$ cat config.mk
export PLATFORM = sky130hd
export DESIGN_NAME = jtag_scan_sequencer
export DESIGN_NICKNAME = d
export VERILOG_FILES = /design/src/rtl/jtag_scan_sequencer.sv
export SDC_FILE = /design/constraint.sdc
export NUM_CORES = 1
export LEC_CHECK = 0
export BUFFER_PORTS_ARGS = -buffer_cell sky130_fd_sc_hd__buf_2
export CAP_MARGIN = 20
export CORE_UTILIZATION = 57
export DETAILED_ROUTE_END_ITERATION = 12
export PLACE_DENSITY = 0.81
export SYNTH_ARGS = -nofsm -noshare
export SYNTH_HDL_FRONTEND = slang
export SYNTH_SLANG_ARGS = --single-unit
$ cat constraint.sdc
create_clock -name TCK -period 4.32 [get_ports TCK]
set_input_delay 0.648 -clock TCK [delete_from_list [all_inputs] [get_ports TCK]]
set_output_delay 0.648 -clock TCK [all_outputs]
set_load 0.1 [all_outputs]
$ cat src/rtl/jtag_scan_sequencer.sv
// Command-driven JTAG master: walks the TAP through reset, IR and DR scans
// from a shadow copy of the TAP state, with TMS/TDI registered.
module jtag_scan_sequencer #(
   parameter int MAX_LEN = 32,
   parameter int LW      = $clog2(MAX_LEN+1)
) (
   input  logic               TCK,
   input  logic               TRSTn,
   input  logic               cmd_valid,
   output logic               cmd_ready,
   input  logic [1:0]         cmd_op,
   input  logic [LW-1:0]      cmd_len,
   input  logic [MAX_LEN-1:0] cmd_data,
   output logic               TMS,
   output logic               TDI,
   input  logic               TDO,
   output logic               rsp_valid,
   output logic [MAX_LEN-1:0] rsp_data,
   output logic               busy
);

   typedef enum logic [2:0] {
      S_RST_WALK, S_IDLE, S_SEL_DR, S_SEL_IR, S_CAPTURE, S_SHIFT, S_EXIT1, S_UPDATE
   } state_t;

   state_t             r_state;
   logic [2:0]         r_walk;
   logic               r_pend;
   logic               r_ir;
   logic               r_rst_op;
   logic [LW-1:0]      r_len;
   logic [LW-1:0]      r_idx;
   logic [MAX_LEN-1:0] r_data;
   logic [MAX_LEN-1:0] r_rsp;
   logic               r_tms;
   logic               r_tdi;
   logic               r_ready;
   logic               r_rsp_vld;

   logic [LW-1:0]      w_len_clamp;
   logic               w_last;
   logic [MAX_LEN-1:0] w_tdo_bit;

   assign w_len_clamp = (cmd_len > LW'(MAX_LEN)) ? LW'(MAX_LEN) : cmd_len;
   assign w_last      = (r_idx == r_len - LW'(1));
   assign w_tdo_bit   = {{(MAX_LEN-1){1'b0}}, TDO} << r_idx;

   always_ff @(posedge TCK or negedge TRSTn) begin
      if (!TRSTn) begin
         r_state   <= S_RST_WALK;
         r_walk    <= '0;
         r_pend    <= 1'b0;
         r_ir      <= 1'b0;
         r_rst_op  <= 1'b0;
         r_len     <= '0;
         r_idx     <= '0;
         r_data    <= '0;
         r_rsp     <= '0;
         r_tms     <= 1'b1;
         r_tdi     <= 1'b0;
         r_ready   <= 1'b0;
         r_rsp_vld <= 1'b0;
      end else begin
         r_rsp_vld <= 1'b0;
         case (r_state)
            // Five TMS=1 edges reach Test_Logic_Reset from anywhere, the sixth (TMS=0) lands in Run_Test_Idle.
            S_RST_WALK: begin
               if (r_walk == 3'd5) begin
                  r_state   <= S_IDLE;
                  r_walk    <= '0;
                  r_tms     <= 1'b0;
                  r_ready   <= 1'b1;
                  r_rsp_vld <= r_rst_op;
                  r_rst_op  <= 1'b0;
               end else begin
                  r_walk <= r_walk + 3'd1;
                  r_tms  <= (r_walk < 3'd4);
               end
            end
            S_IDLE: begin
               if (r_pend) begin
                  r_pend <= 1'b0;
                  if (r_len == '0) begin
                     r_rsp_vld <= 1'b1;
                     r_ready   <= 1'b1;
                  end else begin
                     r_state <= S_SEL_DR;
                     r_tms   <= r_ir;
                  end
               end else if (cmd_valid && r_ready) begin
                  r_ready <= 1'b0;
                  r_rsp   <= '0;
                  r_data  <= cmd_data;
                  r_ir    <= (cmd_op == 2'd1);
                  r_len   <= w_len_clamp;
                  r_idx   <= '0;
                  if (cmd_op == 2'd2) begin
                     r_state  <= S_RST_WALK;
                     r_walk   <= '0;
                     r_tms    <= 1'b1;
                     r_rst_op <= 1'b1;
                  end else begin
                     // TAP is still in Run_Test_Idle after this edge; the move starts next edge.
                     r_pend <= 1'b1;
                     r_tms  <= (w_len_clamp != '0);
                  end
               end
            end
            S_SEL_DR: begin
               r_state <= r_ir ? S_SEL_IR : S_CAPTURE;
               r_tms   <= 1'b0;
            end
            S_SEL_IR: begin
               r_state <= S_CAPTURE;
               r_tms   <= 1'b0;
            end
            S_CAPTURE: begin
               r_state <= S_SHIFT;
               r_tdi   <= r_data[0];
               r_tms   <= (r_len == LW'(1));
            end
            S_SHIFT: begin
               r_rsp <= r_rsp | w_tdo_bit;
               if (w_last) begin
                  r_state <= S_EXIT1;
                  r_tdi   <= 1'b0;
                  r_tms   <= 1'b1;
               end else begin
                  r_idx  <= r_idx + LW'(1);
                  r_data <= r_data >> 1;
                  r_tdi  <= r_data[1];
                  r_tms  <= (r_idx + LW'(2) == r_len);
               end
            end
            S_EXIT1: begin
               r_state <= S_UPDATE;
               r_tms   <= 1'b0;
            end
            S_UPDATE: begin
               r_state   <= S_IDLE;
               r_tms     <= 1'b0;
               r_ready   <= 1'b1;
               r_rsp_vld <= 1'b1;
            end
            default: begin
               r_state <= S_RST_WALK;
               r_walk  <= '0;
               r_tms   <= 1'b1;
            end
         endcase
      end
   end

   assign TMS       = r_tms;
   assign TDI       = r_tdi;
   assign cmd_ready = r_ready;
   assign busy      = ~r_ready;
   assign rsp_valid = r_rsp_vld;
   assign rsp_data  = r_rsp;

endmodule
==> out/results.ini, run 1 <==
[pwr]
switchingPower_uw = 2186
p_total_uw = 4319
clockPowerShare = 0.142
p_sw_frac = 0.5062
p_comb_frac = 0.530
seq_power_share = 0.328
p_per_area_nw_per_um2 = 795.2
p_int_uw = 2133
leakagePower_uw = 0.002587
vdd_ir_drop_max_mv = 0.3523

[drt]
remaining_drc_errors = 0
totalWireLength_mm = 10.87
wire_per_inst_um = 16.29
vias_per_cell = 5.891
final_antenna_net_count = 0
dr_total_vias = 3929
drtIter0Drc = 210
drt-pass1-iter-count = 4

[timing]
slew_headroom = 0.2658
finalMaxSlewViolations = 0
tightest_slew_ns = 1.099
hold_viol = 0
fin_crit_ns = 2.643
fin_crit_sh = 0.6119
fmax_mhz = 378.3
tns_ns = 0
setup_violations = 0
rsz0062_at_grt = no
finClkSkew_ns = 0.01118

[synth]
yosys_warnings = 0
synth_area_um2 = 4832
synthArstFlopShare = 1.000
synth_edf_count = 0
synthFlopType = dfrtp_1
syn_area_per_cell_um2 = 9.664
synth_cells = 500
syn_nets = 548
yosysUniqueCellTypes = 62
synth-seq-cells = 89
yosysSeqAreaShare = 0.4612

[grt]
grtUsageTotal = 0.2680
grt_antenna_before_repair = 0
grt_max_degree = 90
grt_pass1_wl_mm = 18.28
grt_remaining_overflow = 0
grt_pass1_vias = 3811

[final_layout]
finalNonFillerCells = 667
layout_commonest_cell = dfrtp_1
layout-drive-gt1-share = 0.2402
layout.nets = 605
synthToLayoutAreaGrowth_pct = 12.40
final_cell_mix = dfrtp_1 (88), buf_2 (79), nand2_1 (66)
final_area_um2 = 5431
antennaDiodeCount = 0

[placed_design]
globalplace.congestion = 0.9265
placed_area_um2 = 5192
portBuffers = 80
placed_cells_incl_taps = 650
dp_hpwl_mm = 7.303

[clock_network]
postCtsResizedCells = 0
cts_inserted_buffers = 9
hold_buffers = 0
clk_latency_ns = 0.37
cts_root_buf = clkbuf_8
cts.sinks = 89
cts.clk_slew.worst_paths_ns = 0.10
cts_buffer_depth = 2
htree_num_levels = 3
cts_post_setup_buffers_inserted = 0
cts_tree = built

[floorplanning]
dieArea_um2 = 8849
rows = 33
die_w_um = 94.07
core_um2 = 8217
num_io_pins = 81
die_y_um = 94.07
initial_core_util = 0.5881

[setup_path]
path_max_fanout = 34
crit_path_end_kind = flip-flop
worstPathRequired_ns = 4.53
critPathArrivalTime_ns = 2.85
path_class = flip-flop to flip-flop
setup.worst_path.start_class = flip-flop

[hold_path]
min_path_type = input port to async pin

[run]
maxCapViolations = 0

[outcome]
outcome = finished clean

[state kept, by name (all words and copies together) (netlist names), 3 cells and up]
name      count
r_idx         6
rsp_data     32
r_walk        3
r_state       3
r_data       32
r_len         6
[per-layer routing]
layer | GRT usage | wire [µm] | vias to the layer above
met2 | 0.4136 | 5188 | 112
met4 | 0.09231 | 224 | 0
met3 | 0.05663 | 455 | 20
li1 | - | - | 1881
met1 | 0.3743 | 4996 | 1916
met5 | 0 | 0 | -
[power by group through the flow]
| stage | clock network (µW) | registers (µW) | logic, µW |
|---|---|---|---|
| after global routing | 649 | 1460 | 2490 |
| after global placement | 0 | 1410 | 2120 |
| after floorplan | 0 | 1790 | 1510 |
| after detailed placement | 0 | 1420 | 2280 |
| after CTS | 616 | 1410 | 2290 |
| final | 611 | 1420 | 2290 |
[path summary, 6_finish.rpt]
kind	from	depth (start not counted)	end	slack [ns]
hold reg to reg	rsp_data[23]	2	rsp_data[23]	0.50
max in group asynchronous	TRSTn	2	TMS	3.48
min in group TCK	cmd_data[20]	3	r_data[20]	0.48
hold / removal	TRSTn	1	rsp_data[22]	0.16
setup / recovery	r_len[0]	7	r_data[31]	1.68
setup reg to reg	r_len[0]	7	r_data[31]	1.68
[per-stage QoR]
step | util | hold WS [ns] | setup WS [ns]
finish | 0.6610 | 0.1630 | 1.677
floorplan | - | 0.3524 | 1.994
global route | 0.6610 | 0.1826 | 1.426
CTS | 0.6577 | 0.4785 | 1.671
global placement | 0.6252 | 0.4714 | 1.533
detailed placement | 0.6319 | 0.4793 | 1.691
[synthesized netlist by cell type (8+ instances only)]
master	n	area share
a21oi_1	40	0.041
buf_2	15	0.016
buf_6	8	0.019
clkbuf_1	10	0.0078
dfrtp_1	88	0.46
inv_1	38	0.030
nand2_1	66	0.051
nor2_1	44	0.034
o211ai_1	29	0.045
o21ai_0	17	0.018
o311ai_1	15	0.027
o311ai_2	12	0.040
[cells by family (layout without fill, tap and decap cells)]
group / count (synthesis) / count (layout) / share of synthesized area
simple gates: 164 / 164 / 0.1691
compound gates: 147 / 147 / 0.2408
flops: 89 / 89 / 0.4612
buf+inv: 79 / 141 / 0.08312
xor+xnor: 11 / 11 / 0.02305
mux: 6 / 6 / 0.01243
fa+ha+maj: 4 / 4 / 0.01036
[critical path, cell delays in order, from the launching register on]
cell and delay [ns]:
dfrtp_1 0.44, inv_1 0.08, ha_1 0.28, nand2b_1 0.20, a21oi_1 0.25, o31ai_2 0.13, a21oi_4 0.87, o21ai_0 0.22
[layout make-up]
cell class / count / area (µm²)
inverters: 38 / 142.6
clock buffers: 10 / 137.6
repair buffers: 87 / 515.5
clock inverters: 6 / 73.82
multi-input cells: 332 / 2202
fillers: 654 / 2785
flip-flops and latches: 89 / 2228
well taps: 105 / 131.4
Note: power is estimated with default switching activity, not from simulation.
==> run 2: changes to the inputs <==
==> constraint.sdc (replaced) <==
create_clock -name TCK -period 2.5 [get_ports TCK]
set_input_delay 0.375 -clock TCK [delete_from_list [all_inputs] [get_ports TCK]]
set_output_delay 0.375 -clock TCK [all_outputs]
set_load 0.1 [all_outputs]
==> run 2 against run 1 <==
Global-route usage is essentially flat. Worst setup slack got worse by 1.5 ns. Utilization up 0.82 points. Largest cell class unchanged. Final cell count increased by 1.8%. Critical path type unchanged. Combinational power up 84%. Highest routed layer unchanged. Critical endpoint is now r_data[10]. First-iteration DRC count is 4.3% higher. Cell area grew 1.2%.
==> out/results.ini, run 2 (synthesis results as in run 1) <==
[setup_path]
worstPathRequired_ns = 2.71  ; was 4.53 ns
slowest_delay_ns = 0.64  ; was 0.87 ns
cpMaxStageDelayCell = a21oi_4  ; unchanged
critPathTopFamily = compound AO/OA/AOI/OAI gates  ; unchanged
path_buf_inv = 1  ; unchanged
regToRegSetupSlack_ns = 0.13  ; was 1.68 ns
crit_path_end_kind = flip-flop  ; unchanged
path_class = flip-flop to flip-flop  ; unchanged
setup.worst_path.start_class = flip-flop  ; unchanged
critPathArrivalTime_ns = 2.58  ; was 2.85 ns
path_cells = inv_1 > ha_1 > nand2b_1 > a21oi_1 > o31ai_4 > a21oi_4 > o311ai_2  ; was inv_1 > ha_1 > nand2b_1 > a21oi_1 > o31ai_2 > a21oi_4 > o21ai_0
r2r_end = r_data[10]  ; was r_data[31]
reg2regPathDepth = 7  ; unchanged
path_max_fanout = 17  ; was 34
r2r_start = r_len[1]  ; was r_len[0]

[timing]
tns_ns = 0  ; unchanged
finalMaxSlewViolations = 0  ; unchanged
slew_headroom = 0.4339  ; was 0.2658
fin_crit_ns = 2.366  ; was 2.643 ns
setup_violations = 0  ; unchanged
tightest_slew_ns = 0.8491  ; was 1.099 ns
hold_viol = 0  ; unchanged
fin_crit_sh = 0.9466  ; was 0.6119
fmax_mhz = 422.6  ; was 378.3 MHz
finClkSkew_ns = 0.01384  ; was 0.01118 ns

[drt]
wire_per_inst_um = 16.29  ; about the same
routed.top_layer = met4  ; unchanged
totalWireLength_mm = 11.06  ; was 10.87 mm
wl_met2_mm = 5.352  ; was 5.188 mm
drtIter0Drc = 219  ; was 210
wl_met3_um = 615  ; was 455 µm
remaining_drc_errors = 0  ; unchanged
drt-pass1-iter-count = 4  ; unchanged
drt-met1-wl_mm = 4.983  ; was 4.996 mm
vias_per_cell = 5.848  ; was 5.891
final_antenna_net_count = 0  ; unchanged
dr_total_vias = 3971  ; was 3929

[final_layout]
postLayoutCoreUtil = 0.6693  ; was 0.6610
seqCellArea_um2 = 2228  ; unchanged
synthToLayoutAreaGrowth_pct = 13.80  ; was 12.40%
antennaDiodeCount = 0  ; unchanged
final_cell_mix = dfrtp_1 (88), buf_2 (79), nand2_1 (66)  ; unchanged
fillers = 663  ; was 654
layout-drive-gt1-share = 0.2561  ; was 0.2402
multi_input_area_um2 = 2227  ; was 2202 µm²
layout_commonest_cell = dfrtp_1  ; unchanged
layout.nets = 617  ; was 605

[placed_design]
portBuffers = 80  ; unchanged
dp_hpwl_mm = 7.385  ; was 7.303 mm
globalplace.congestion = 0.9354  ; was 0.9265

[grt]
grtUsageTotal = 0.2683  ; was 0.2680
grt_pass1_vias = 3845  ; was 3811
grt_pass1_wl_mm = 18.58  ; was 18.28 mm
grt_remaining_overflow = 0  ; unchanged
grt_max_degree = 70  ; was 90
grt_antenna_before_repair = 0  ; unchanged

[floorplanning]
dieArea_um2 = 8849  ; unchanged
die_w_um = 94.07  ; unchanged
initial_core_util = 0.5881  ; unchanged
die_y_um = 94.07  ; unchanged
num_io_pins = 81  ; unchanged
core_um2 = 8217  ; unchanged
rows = 33  ; unchanged

[clock_network]
cts.sinks = 89  ; unchanged
clk_latency_ns = 0.36  ; was 0.37 ns
cts_buffer_depth = 2  ; unchanged
cts.clk_slew.worst_paths_ns = 0.09  ; was 0.10 ns
cts_root_buf = clkbuf_8  ; unchanged
cts_inserted_buffers = 9  ; unchanged
cts_tree = built  ; unchanged
cts_post_setup_buffers_inserted = 0  ; unchanged
hold_buffers = 0  ; unchanged
htree_num_levels = 3  ; unchanged

[pwr]
p_per_area_nw_per_um2 = 1372  ; was 795.2 nW/µm²
vdd_ir_drop_max_mv = 0.5947  ; was 0.3523 mV
leakagePower_uw = 0.002628  ; was 0.002587 µW

[run]
maxCapViolations = 0  ; unchanged

[hold_path]
min_path_type = input port to async pin  ; unchanged

[outcome]
outcome = finished clean  ; unchanged

==> run 2: cell count changes in the layout (fill, tap and decap cells not counted) <==
cell / before / now
clkbuf_8: 10 / 9
buf_16: 3 / 0
o31ai_4: 0 / 1
inv_6: 2 / 1
buf_12: 0 / 3
clkinv_4: 3 / 1
clkinv_2: 0 / 3
buf_4: 5 / 16
a21oi_4: 1 / 2
o31ai_2: 1 / 0
clkinvlp_4: 0 / 1
==> run 2: area by class of cell <==
type	count	area share
sequential	89	0.4052
timing repair buffer	98	0.1047
tap	105	0.02389
multi-input combinational	333	0.4050
clock buffer	9	0.02253
inverter	38	0.02594
clock inverter	7	0.01274
==> run 2: layer usage <==
metal / global-route usage / up-vias
met5: 0 / -
met2: 0.4173 / 132
met3: 0.03883 / 12
li1: - / 1906
met4: 0.08462 / 0
met1: 0.3865 / 1921
==> run 2: how the worst max path moves through the flow <==
stage               from           end  slack, ns  cells after the start
2_1_floorplan  cmd_ready  rsp_data[24]       0.29                      5
3_3_place_gp    r_len[1]    r_data[31]       0.03                      7
3_5_place_dp    r_len[1]      r_idx[1]      -0.11                      7
4_1_cts         r_len[1]    r_state[1]       0.15                      7
5_1_grt         r_len[1]    r_data[19]     -0.002                      7
6_report        r_len[1]    r_data[10]       0.13                      7
==> run 2: what timing repair did <==
action                                  in CTS  in global routing
gates cloned                                 1                  0
pin swaps                                    0                  0
endpoints found under the setup margin      22                 24
endpoints found under the hold margin        0                  0
gates resized for setup                      1                  1
==> run 2: where the power goes <==
group          switching (µW)  leakage, µW  internal (µW)  total, µW
logic                    2890      0.00137           1310       4210
registers                 421      0.00116           1930       2350
clock network             526    0.0000994            462        989
==> run 2: stage by stage <==
stage / cell area, µm² / total power, µW / hold WS (ns) / cells / worst slack [ns]
after global routing: 5499 / 8027 / 0.1811 / 679 / -0.001771
after CTS: 5490 / 7512 / 0.1510 / 679 / 0.1497
after floorplan: 4832 / 5693 / 0.07941 / 500 / 0.2894
after global placement: 5280 / 6322 / 0.4706 / 662 / 0.03484
after detailed placement: 5280 / 6456 / 0.4808 / 662 / -0.1117
final: 5499 / 7547 / 0.1028 / 679 / 0.1336
